--- config.mk ---
export PLATFORM = sky130hd
export DESIGN_NAME = alu_wb_buffer_flat
export DESIGN_NICKNAME = d
export VERILOG_FILES = /design/src/rtl/alu_wb_buffer_if.sv /design/src/rtl/alu_wb_buffer.sv /design/src/flat_wrapper.sv
export SDC_FILE = /design/constraint.sdc
export NUM_CORES = 1
export LEC_CHECK = 0
export BUFFER_PORTS_ARGS = -buffer_cell sky130_fd_sc_hd__buf_2
export CORE_MARGIN = 2
export CORE_UTILIZATION = 52
export CTS_BUF_LIST = sky130_fd_sc_hd__clkbuf_4 sky130_fd_sc_hd__clkbuf_8 sky130_fd_sc_hd__clkbuf_16
export DETAILED_ROUTE_END_ITERATION = 7
export GPL_TIMING_DRIVEN = 0
export HOLD_SLACK_MARGIN = 0.06
export PLACE_DENSITY = 0.8
export RECOVER_POWER = 50
export SLEW_MARGIN = 20
export SYNTH_ARGS = -nofsm -noshare
export SYNTH_HDL_FRONTEND = slang
export SYNTH_SLANG_ARGS = --single-unit
--- constraint.sdc ---
create_clock -name clk -period 2 [get_ports clk]
set_input_delay 0 -clock clk [delete_from_list [all_inputs] [get_ports clk]]
set_output_delay 0 -clock clk [all_outputs]
set_load 0.1 [all_outputs]
--- src/rtl/alu_wb_buffer_if.sv ---
// Handshake bundle between the ALU result producer, the writeback buffer and the register file.
// The slave modport is the buffer side; master is the producer/consumer side.
interface alu_wb_buffer_if #(
    parameter int unsigned DEPTH = 4
);
    localparam int unsigned CntW = $clog2(DEPTH) + 1;

    logic            in_valid;
    logic            in_ready;
    logic [31:0]     in_result;
    logic            in_zero;
    logic [3:0]      in_op;
    logic [4:0]      in_rd;

    logic            wb_valid;
    logic            wb_ready;
    logic [31:0]     wb_data;
    logic [4:0]      wb_rd;
    logic            wb_we;
    logic            wb_zero;
    logic            wb_unordered;
    logic [CntW-1:0] count;

    modport slave (
        input  in_valid, in_result, in_zero, in_op, in_rd, wb_ready,
        output in_ready, wb_valid, wb_data, wb_rd, wb_we, wb_zero, wb_unordered, count
    );

    modport master (
        output in_valid, in_result, in_zero, in_op, in_rd, wb_ready,
        input  in_ready, wb_valid, wb_data, wb_rd, wb_we, wb_zero, wb_unordered, count
    );
endinterface

--- src/rtl/alu_wb_buffer.sv ---
// Circular FIFO buffering ALU results ahead of register-file writeback.
// Define ALU_WB_BYPASS_EN to forward an incoming result straight to writeback when empty.
module alu_wb_buffer #(
    parameter int unsigned DEPTH = 4
) (
    input  logic           clk,
    input  logic           rst_n,
    alu_wb_buffer_if.slave bus
);
    localparam int unsigned PtrW = $clog2(DEPTH);
    localparam int unsigned CntW = PtrW + 1;
    localparam logic [3:0]  OpFcmp = 4'b1000;

    typedef struct packed {
        logic [31:0] result;
        logic        zero;
        logic [3:0]  op;
        logic [4:0]  rd;
    } entry_t;

    entry_t          mem_q [DEPTH];
    entry_t          mem_d [DEPTH];
    logic [PtrW-1:0] wr_ptr_q, wr_ptr_d;
    logic [PtrW-1:0] rd_ptr_q, rd_ptr_d;
    logic [CntW-1:0] count_q, count_d;

    entry_t in_entry;
    entry_t head;
    logic   empty;
    logic   in_ready;
    logic   bypass;
    logic   push;
    logic   pop;

    assign empty    = (count_q == '0);
    assign in_ready = (count_q != CntW'(DEPTH));

`ifdef ALU_WB_BYPASS_EN
    // Empty buffer with a consumer ready: hand the result over without storing it.
    assign bypass = empty && bus.in_valid && bus.wb_ready;
`else
    assign bypass = 1'b0;
`endif

    assign push = bus.in_valid && in_ready && !bypass;
    assign pop  = !empty && bus.wb_ready;

    always_comb begin
        in_entry        = '0;
        in_entry.result = bus.in_result;
        in_entry.zero   = bus.in_zero;
        in_entry.op     = bus.in_op;
        in_entry.rd     = bus.in_rd;
    end

    always_comb begin
        head = mem_q[rd_ptr_q];
        if (bypass) begin
            head = in_entry;
        end
    end

    always_comb begin
        mem_d    = mem_q;
        wr_ptr_d = wr_ptr_q;
        rd_ptr_d = rd_ptr_q;
        count_d  = count_q;
        if (push) begin
            mem_d[wr_ptr_q] = in_entry;
            wr_ptr_d        = wr_ptr_q + 1'b1;
        end
        if (pop) begin
            rd_ptr_d = rd_ptr_q + 1'b1;
        end
        unique case ({push, pop})
            2'b10:   count_d = count_q + 1'b1;
            2'b01:   count_d = count_q - 1'b1;
            default: count_d = count_q;
        endcase
    end

    // Storage is cleared too so the head fields read as zero straight after reset.
    always_ff @(posedge clk) begin
        if (!rst_n) begin
            mem_q    <= '{default: '0};
            wr_ptr_q <= '0;
            rd_ptr_q <= '0;
            count_q  <= '0;
        end else begin
            mem_q    <= mem_d;
            wr_ptr_q <= wr_ptr_d;
            rd_ptr_q <= rd_ptr_d;
            count_q  <= count_d;
        end
    end

    assign bus.in_ready     = in_ready;
    assign bus.wb_valid     = !empty || bypass;
    assign bus.wb_data      = head.result;
    assign bus.wb_rd        = head.rd;
    assign bus.wb_zero      = head.zero;
    assign bus.wb_we        = bus.wb_valid && (head.rd != 5'd0);
    assign bus.wb_unordered = (head.op == OpFcmp) && (head.result[1:0] == 2'b11);
    assign bus.count        = count_q;
endmodule

--- src/flat_wrapper.sv ---
// flat-port wrapper written by rule: the top's interface ports become plain ports
module alu_wb_buffer_flat 
#(
    parameter int unsigned DEPTH = 4
)
  (clk, rst_n, bus_in_valid, bus_in_result, bus_in_zero, bus_in_op, bus_in_rd, bus_wb_ready, bus_in_ready, bus_wb_valid, bus_wb_data, bus_wb_rd, bus_wb_we, bus_wb_zero, bus_wb_unordered, bus_count);
  alu_wb_buffer_if #(.DEPTH(DEPTH)) bus_i ();
  input  logic clk;
  input  logic rst_n;
  input wire logic [$bits(bus_i.in_valid)-1:0] bus_in_valid;
  input wire logic [$bits(bus_i.in_result)-1:0] bus_in_result;
  input wire logic [$bits(bus_i.in_zero)-1:0] bus_in_zero;
  input wire logic [$bits(bus_i.in_op)-1:0] bus_in_op;
  input wire logic [$bits(bus_i.in_rd)-1:0] bus_in_rd;
  input wire logic [$bits(bus_i.wb_ready)-1:0] bus_wb_ready;
  output wire logic [$bits(bus_i.in_ready)-1:0] bus_in_ready;
  output wire logic [$bits(bus_i.wb_valid)-1:0] bus_wb_valid;
  output wire logic [$bits(bus_i.wb_data)-1:0] bus_wb_data;
  output wire logic [$bits(bus_i.wb_rd)-1:0] bus_wb_rd;
  output wire logic [$bits(bus_i.wb_we)-1:0] bus_wb_we;
  output wire logic [$bits(bus_i.wb_zero)-1:0] bus_wb_zero;
  output wire logic [$bits(bus_i.wb_unordered)-1:0] bus_wb_unordered;
  output wire logic [$bits(bus_i.count)-1:0] bus_count;
  assign bus_i.in_valid = bus_in_valid;
  assign bus_i.in_result = bus_in_result;
  assign bus_i.in_zero = bus_in_zero;
  assign bus_i.in_op = bus_in_op;
  assign bus_i.in_rd = bus_in_rd;
  assign bus_i.wb_ready = bus_wb_ready;
  assign bus_in_ready = bus_i.in_ready;
  assign bus_wb_valid = bus_i.wb_valid;
  assign bus_wb_data = bus_i.wb_data;
  assign bus_wb_rd = bus_i.wb_rd;
  assign bus_wb_we = bus_i.wb_we;
  assign bus_wb_zero = bus_i.wb_zero;
  assign bus_wb_unordered = bus_i.wb_unordered;
  assign bus_count = bus_i.count;
  alu_wb_buffer #(.DEPTH(DEPTH)) u_core (.clk(clk), .rst_n(rst_n), .bus(bus_i));
endmodule
Word-level counts from Yosys, hierarchy flattened
Index checks and enable logic that the tools add are counted.
{ "classes": {"addsub": 4, "multipliers": 0, "div": 0, "order_cmp": 3, "eq_ne": 5, "shift": 0, "muxes": 7, "bitwise": 2, "n_reduce_logical": 9} }
{ "ops": {"columns": ["cell", "n"], "rows": [
  ["$bwmux 168", 1],
  ["$mux 42", 3],
  ["$bmux 42 s2", 1],
  ["$demux 42 s2", 1],
  ["$ge 3x3->1 const B", 2],
  ["$not 2->3", 2],
  ["$pmux 3 s2", 1],
  ["$logic_and 1x1->1", 5],
  ["$reduce_bool 5->1", 1],
  ["$add 2x1->2 const B", 2],
  ["$eq 2x2->1 const B", 2],
  ["$eq 4x4->1 const B", 1],
  ["$add 3x1->3 const B", 1],
  ["$logic_not 3->1", 1],
  ["$lt 3x1->1 const B", 1],
  ["$ne 3x3->1 const B", 1],
  ["$sub 3x1->3 const B", 1],
  ["$eq 2x1->1 const B", 1],
  ["$reduce_bool 2->1", 1],
  ["$logic_not 1->1", 1]
]} }
{ "word_totals": {"register_bits": 175, "latchBits": 0, "mem_bits_rw": 0, "rom_bits": 0, "inputBits": 46, "out_inout_bits": 45, "wordCells": 49, "n_memories": 0} }

Logic depth before layout (Yosys ltp)
Gate-level depths: netlist of run 1.
{ "depth": {"word_depth": 6, "depth_mapped": 9, "depth_no_buf": 8} }

Worst setup path before layout of run 1
No wires, ideal clock.
{ "synth_timing": {"path_kind": "flip-flop to output port", "startpoint": "register u_core.rd_ptr_q[1]", "endpoint": "output port bus_wb_unordered", "arrival_time_ns": 3.514, "required_time_ns": 2.000, "slack_ns": -1.514, "path_stages_with_launch": 5, "n_path_buf": 1, "path_cell_list": "dfxtp_1 -> clkbuf_1 -> mux4_2 -> nand2_1 -> nor3_1"} }
{ "synth_via": {"elab_chain_len": 6, "elab_cells_between_ends": 7} }
{ "synth_lines": {"columns": ["element", "line_no", "source"], "rows": [
  ["from (decl)", "alu_wb_buffer.sv:24", "logic [PtrW-1:0] rd_ptr_q, rd_ptr_d;"],
  ["from (signal assigned)", "alu_wb_buffer.sv:92", "rd_ptr_q <= rd_ptr_d;"],
  ["$not 2->3 (implied by the code)", "alu_wb_buffer.sv:57", "head = mem_q[rd_ptr_q];"],
  ["$bmux 42 s2", "alu_wb_buffer.sv:57", null],
  ["$mux 42 (implied by the code) (2 in a row)", "alu_wb_buffer.sv:57", null],
  ["named net bus_wb_data[0]", "flat_wrapper.sv:18", "output wire logic [$bits(bus_i.wb_data)-1:0] bus_wb_data;"],
  ["$eq 2x2->1", "alu_wb_buffer.sv:103", "assign bus.wb_unordered = (head.op == OpFcmp) && (head.result[1:0] == 2'b11);"],
  ["$logic_and 1x1->1", "alu_wb_buffer.sv:103", null],
  ["to (decl)", "flat_wrapper.sv:22", "output wire logic [$bits(bus_i.wb_unordered)-1:0] bus_wb_unordered;"]
]} }
The timed path passes the listed nets, and every way through them passes these cells. The select of a mux whose other input is x is not followed.

Worst setup path after layout of run 1
{ "layout_timing": {"startpoint": "register u_core.rd_ptr_q[0]", "endpoint": "output port bus_wb_we"} }
{ "layout_via": {"elab_chain_len": 6} }
{ "layout_lines": {"columns": ["element", "line_no", "source"], "rows": [
  ["$not 2->3 (implied by the code)", "alu_wb_buffer.sv:57", null],
  ["$bmux 42 s2", "alu_wb_buffer.sv:57", null],
  ["$mux 42 (implied by the code) (2 in a row)", "alu_wb_buffer.sv:57", null],
  ["$reduce_bool 5->1", "alu_wb_buffer.sv:102", "assign bus.wb_we = bus.wb_valid && (head.rd != 5'd0);"],
  ["$logic_and 1x1->1", "alu_wb_buffer.sv:102", null],
  ["to (decl)", "flat_wrapper.sv:20", "output wire logic [$bits(bus_i.wb_we)-1:0] bus_wb_we;"]
]} }
No other way between the ends. The select of a mux whose other input is x is not followed.

==> results.ini, run 1 <==
[run_status]
outcome=finished with violations
violations=setup timing

[grt]
grt_max_degree=17
antenna_found_initial=0
grt_usage_pct=26.7
grt_pass1_wl_um=33000
overflow=0
grt_pass1_vias=6485

[synth]
yosys.area.top_type=dfxtp_1
ys_ff_latch=175
yosysTopAreaCellShare_pct=46.4
synth_area_leaders=dfxtp_1 (46%), nand2_1 (17%), a21boi_0 (14%), mux4_2 (11%), a21boi_1 (2.5%)
synth_nets=889
yosys_warnings=0
synth.avg_cell_area_um2=9.03
ys_seq_area_share_pct=46.4
synth_area_um2=7550
syn_inst=837
yosysUniqueCellTypes=30

[finish]
area_delta_synth_final_pct=30.3
fill_cells=1111
final_common_cell=nand2_1
drive_above_1_share_pct=22.4
final_util_pct=68.5
layout_common_cells=nand2_1 (341), dfxtp_1 (170), a21boi_0 (144), buf_2 (57), dlygate4sd3_1 (43)
n_antenna_cell=0
stdcell_count=1192
final_nets=1047

[critical_path]
r2r-end=u_core.bus.count[2]$_SDFFE_PN0P_
critPathCaptureType=output pin
path_class=flop to output pin
crit_path_start=u_core.rd_ptr_q[0]$_SDFFE_PN0P_
worstPathCellList=mux4_2 > or4_4 > o21a_4 > buf_12
path_depth=4
cp_max_fo=7
reg2regPathDepth=9
ff2ff_setup_slack_ns=-0.14
worst_path_max_delay_cell=or4_4
arrival_ns=2.29
reg2reg_from=u_core.bus.count[1]$_SDFFE_PN0P_
slowest_delay_ns=0.54
worstSetupEndpoint=bus_wb_we
crit_required_ns=2.00
cp_top_family=simple AND/OR/NAND/NOR gates
start_kind=flop
crit_buf_inv=1

[route]
drtIter0Drc=562
drtPass1Iterations=5
routedWlPerCell_um=17.5
routed_wl_um=20900
viasPerCell=5.54
drcViolationCount=0
ant_nets=0
vias=6603

[clock_tree]
clockBufferDepth=2
cts_root_buffer=clkbuf_16
clk_latency_ns=0.43
cts_tree=built
cts_buffers=17
cts_sinks=175
clkSlewWorstSetupHoldPaths_ns=0.07
htreeDepth=4

[die]
die_w_um=125
die_h_um=125
ioPinCount=91
core_um2=14400
dieArea_um2=15500
initial_core_util_pct=52.6
row_count=44

[power_and_ir_drop]
leakage_nw=3.59
p_total_mw=12.1
irDropWorstVdd_v=0.000718
cellPowerDensity_nw_per_um2=1230

[placement]
dp.cells=1109
hpwl_um=13300
gp_congestion=0.829
portBuffers=88

[sta]
tightestPinTransition_ns=1.16
relSlewSlack_pct=22.9
setup_violations=29
period_minus_slack_ns=2.29
rsz0062_at_grt=yes
fmax_ghz=0.436
skew_ns=0.00646
hold_violations=0
finalHoldWorstSlack_ns=0.0846
drv_slew=0
period_share_pct=115
fin_ws_ns=-0.294

[min_path]
hold_path.class=input pin to flop

[flow_run]
cap_viol_max_count=0

## logic make-up after synthesis
family / after synthesis / synth area share [%]
mux: 38 / 11.4
fa+ha+maj: 6 / 1.09
compound gates: 177 / 17.5
simple gates: 365 / 18.9
buf+inv: 71 / 4.17
flops: 175 / 46.4
xor+xnor: 5 / 0.580
## what timing repair did
item                                    4_1_cts  5_1_grt
hold endpoints to repair                    168        0
endpoints found under the setup margin       38      116
cloned                                        0        1
hold buffers                                 43        0
setup buffers                                 7        2
gates resized for setup                      61       93
pin swaps                                     3        2
## routing by layer
layer	share of wire (%)	vias up	wire (µm)	GRT usage, %
li1	-	3117	-	-
met1	43	3239	8920	35.2
met2	49	205	10300	43.2
met3	5.7	42	1190	5.54
met4	2.3	0	486	10.8
met5	0	-	0	0
## where the power goes
group	switching, mW	internal [mW]	total [mW]
Combinational	3.08	1.63	4.71
Clock	1.45	1.98	3.43
Sequential	0.193	3.80	3.99
## through the flow
| step | cell area, µm² | setup TNS [ns] | worst slack, ns |
|---|---|---|---|
| floorplan | 7630 | -1.00 | -0.334 |
| global placement | 8300 | -13.75 | -0.592 |
| detailed placement | 8300 | -13.40 | -0.623 |
| CTS | 9570 | -5.64 | -0.338 |
| global route | 9840 | -6.06 | -0.342 |
| finish | 9840 | -1.83 | -0.294 |
## worst register-to-register path: cells and delay by family, from the launching register on
kind                     cells  cell delay [ns]
buffers and inverters        2             0.19
flip-flops                   1             0.34
AO/OA/AOI/OAI                1             0.12
AND/OR/NAND/NOR              3             0.81
XOR/XNOR                     1             0.15
adder cells (fa/ha/maj)      2             0.47
## flip-flops by register name (all words and copies together) (netlist names)
name	count
u_core.wr_ptr_q	2
u_core.rd_ptr_q	2
u_core.bus.count	3
u_core.mem_q	168
## synth_stat cells
master	n
a21boi_0	145
fa_1	1
mux4_2	37
ha_1	5
inv_1	5
or4b_2	1
nand2_1	342
clkbuf_1	31
nand3_1	5
buf_2	33
dfxtp_1	175
xor2_1	2
or4_1	1
o21a_1	1
or3_1	2
o21ai_0	3
nor4b_1	1
buf_1	1
and3_1	4
buf_6	1
nor4_1	2
mux4_1	1
a211oi_1	1
xnor2_1	3
or3b_1	1
a21oi_1	1
nor3_1	1
a21boi_1	25
and2_1	5
o31a_1	1
## worst min path at each step
stage                                     end  slack [ns]         start  cells past startpoint
6_report        u_core.mem_q[13]$_SDFFE_PN0P_        0.08         rst_n                      2
3_3_place_gp    u_core.mem_q[88]$_SDFFE_PN0P_        0.28  bus_in_rd[4]                      3
2_1_floorplan   u_core.mem_q[48]$_SDFFE_PN0P_        0.13  bus_in_op[1]                      2
3_5_place_dp   u_core.mem_q[130]$_SDFFE_PN0P_        0.28  bus_in_rd[4]                      3
5_1_grt         u_core.mem_q[11]$_SDFFE_PN0P_        0.11         rst_n                      2
4_1_cts         u_core.mem_q[13]$_SDFFE_PN0P_        0.07         rst_n                      2
## final cells by class
type                            instances  area (µm²)  area share [%]
Clock inverter                         15         185            1.88
Inverter                                5        18.8           0.191
Multi-Input combinational cell        591        3840            39.0
Tap cell                              184         230            2.34
Timing Repair Buffer                  141        1180            12.0
Buffer                                 64         440            4.47
Clock buffer                           17         425            4.32
Sequential cell                       175        3520            35.8
(Power assumes the default switching activity.)
==> run 2, diff against run 1 <==
--- a/config.mk
+++ b/config.mk
@@ -7,12 +7,12 @@
 export LEC_CHECK = 0
 export BUFFER_PORTS_ARGS = -buffer_cell sky130_fd_sc_hd__buf_2
 export CORE_MARGIN = 2
-export CORE_UTILIZATION = 52
+export CORE_UTILIZATION = 58
 export CTS_BUF_LIST = sky130_fd_sc_hd__clkbuf_4 sky130_fd_sc_hd__clkbuf_8 sky130_fd_sc_hd__clkbuf_16
 export DETAILED_ROUTE_END_ITERATION = 7
 export GPL_TIMING_DRIVEN = 0
 export HOLD_SLACK_MARGIN = 0.06
-export PLACE_DENSITY = 0.8
+export PLACE_DENSITY = 0.85
 export RECOVER_POWER = 50
 export SLEW_MARGIN = 20
 export SYNTH_ARGS = -nofsm -noshare
==> constraint.sdc (replaced) <==
create_clock -name clk -period 2.6 [get_ports clk]
set_input_delay 0 -clock clk [delete_from_list [all_inputs] [get_ports clk]]
set_output_delay 0 -clock clk [all_outputs]
set_load 0.1 [all_outputs]
==> results.ini, run 2 (synthesis gave the netlist of run 1 again) <==
[die]
row_count=41  ; -6.8%
ioPinCount=91  ; unchanged
core_um2=12700  ; -12%
die_w_um=118  ; -5.1%
initial_core_util_pct=59.6  ; +7.0 points
dieArea_um2=14000  ; -10%
die_h_um=118  ; -5.1%

[critical_path]
cp_top_family=buffers and inverters
crit_required_ns=2.60  ; +0.60 ns
start_kind=flop
path_class=flop to output pin
worstPathCellList=buf_6 > buf_4 > buf_4 > nor4b_1 > a21oi_1 > nor3_2 > buf_4
cpMostUsedCell=buf_4
worst_path_max_delay_cell=nor4b_1
crit_buf_inv=4  ; +3
cp_max_fo=10  ; +3
slowest_delay_ns=0.40  ; -0.14 ns
arrival_ns=2.53  ; +0.24 ns
critPathCaptureType=output pin

[placement]
gp_congestion=0.819  ; -1.2%
portBuffers=88  ; unchanged
hpwl_um=13000  ; -2.3%

[clock_tree]
cts_buffers=17  ; unchanged
cts_sinks=175  ; unchanged
cts_root_buffer=clkbuf_16
clkSlewWorstSetupHoldPaths_ns=0.06  ; about the same
cts_setup_buffers=0  ; -7
clockBufferDepth=2  ; unchanged
cts_tree=built
htreeDepth=4  ; unchanged
clk_latency_ns=0.44  ; about the same

[finish]
final_common_cell=nand2_1
area_delta_synth_final_pct=23.5
layout_common_cells=nand2_1 (342), dfxtp_1 (172), a21boi_0 (161), buf_2 (97), clkbuf_1 (49)
drive_above_1_share_pct=17.9  ; -4.5 points
n_antenna_cell=0  ; unchanged
final_util_pct=73.6  ; +5.1 points
final_nets=1040  ; -0.67%
largest_register_ffs=168  ; unchanged
top_register=u_core.mem_q

[power_and_ir_drop]
p_total_mw=9.05  ; -25%
irDropWorstVdd_v=0.00116  ; +62%
leakage_nw=3.39  ; -5.5%
cellPowerDensity_nw_per_um2=970  ; -21%

[grt]
antenna_found_initial=0  ; unchanged
overflow=0  ; unchanged
grt_pass1_wl_um=33100  ; +0.27%
grt_usage_pct=30.3  ; +3.6 points
grt_pass1_vias=6615  ; +2.0%
grt_max_degree=17  ; unchanged

[route]
viasPerCell=5.63  ; +1.6%
ant_nets=0  ; unchanged
drcViolationCount=0  ; unchanged
drtPass1Iterations=5  ; unchanged
drtIter0Drc=652  ; +16%
vias=6600  ; -0.045%
routed_wl_um=20700  ; -1.1%
routedWlPerCell_um=17.6  ; +0.51%

[sta]
relSlewSlack_pct=21.6  ; -1.4 points
drv_slew=0  ; unchanged
hold_violations=0  ; unchanged
fmax_ghz=0.395
skew_ns=0.00662  ; +0.000161 ns
fin_setup_tns_ns=0  ; +1.83 ns
finalHoldWorstSlack_ns=0.0971  ; +0.0126 ns
tightestPinTransition_ns=1.18  ; +0.0204 ns
setup_violations=0  ; -100%
period_share_pct=97.3
period_minus_slack_ns=2.53
rsz0062_at_grt=no

[min_path]
hold_path.class=input pin to flop

[run_status]
outcome=complete, no violations

[flow_run]
cap_viol_max_count=0  ; unchanged

[run 2: worst paths after layout]
| check | from | cells after the start | slack [ns] | endpoint |
|---|---|---|---|---|
| hold / removal | bus_wb_ready | 4 | 0.1 | u_core.rd_ptr_q[0]$_SDFFE_PN0P_ |
| setup / recovery | u_core.rd_ptr_q[0]$_SDFFE_PN0P_ | 7 | 0.07 | bus_wb_unordered |
| hold reg to reg | u_core.mem_q[45]$_SDFFE_PN0P_ | 2 | 0.46 | u_core.mem_q[45]$_SDFFE_PN0P_ |
| setup reg to reg | u_core.bus.count[0]$_SDFFE_PN0P_ | 9 | 0.13 | u_core.bus.count[2]$_SDFFE_PN0P_ |
[run 2: power by group]
group | switching, mW | internal, mW | total [mW]
sequential | 0.140 | 2.91 | 3.05
clock | 1.06 | 1.87 | 2.93
combinational | 2.26 | 0.808 | 3.07
total | 3.46 | 5.59 | 9.05
[run 2: stage by stage]
step / cell area [µm²] / cells / worst slack (ns)
5_1_grt: 9330 / 1173 / 0.000205
2_1_floorplan: 7570 / 837 / -0.0924
3_5_place_dp: 8220 / 1097 / 0.148
6_report: 9330 / 1173 / 0.0694
3_3_place_gp: 8220 / 1097 / 0.125
4_1_cts: 9360 / 1173 / 0.0739
[run 2: what timing repair did]
item | CTS | global route
endpoints found under the hold margin | 170 | 0
hold buffers | 44 | 0
setup endpoints to repair | 30 | 0
gates resized for setup | 7 | 0
[run 2: routing by layer]
metal | GRT usage [%] | routed length, µm
met5 | 0 | 0
met1 | 37.2 | 8330
met2 | 52.4 | 10400
met3 | 5.55 | 1420
met4 | 12.7 | 546
[run 2: cell type report]
type | instances | area (µm²)
plain buffers | 66 | 294
repair buffers | 132 | 872
clock buffers | 21 | 468
multi-input cells | 591 | 3740
inverters | 5 | 18.8
well taps | 172 | 215
fillers | 918 | 3340
flip-flops and latches | 175 | 3510
clock inverters | 11 | 210
[run 2: worst register-to-register path, delay by kind of cell (launching register included)]
kind / cells / cell delay (ns)
fa+ha+maj: 2 / 0.59
buf+inv: 2 / 0.26
compound gates: 1 / 0.16
simple gates: 3 / 0.87
xor+xnor: 1 / 0.15
flops: 1 / 0.35
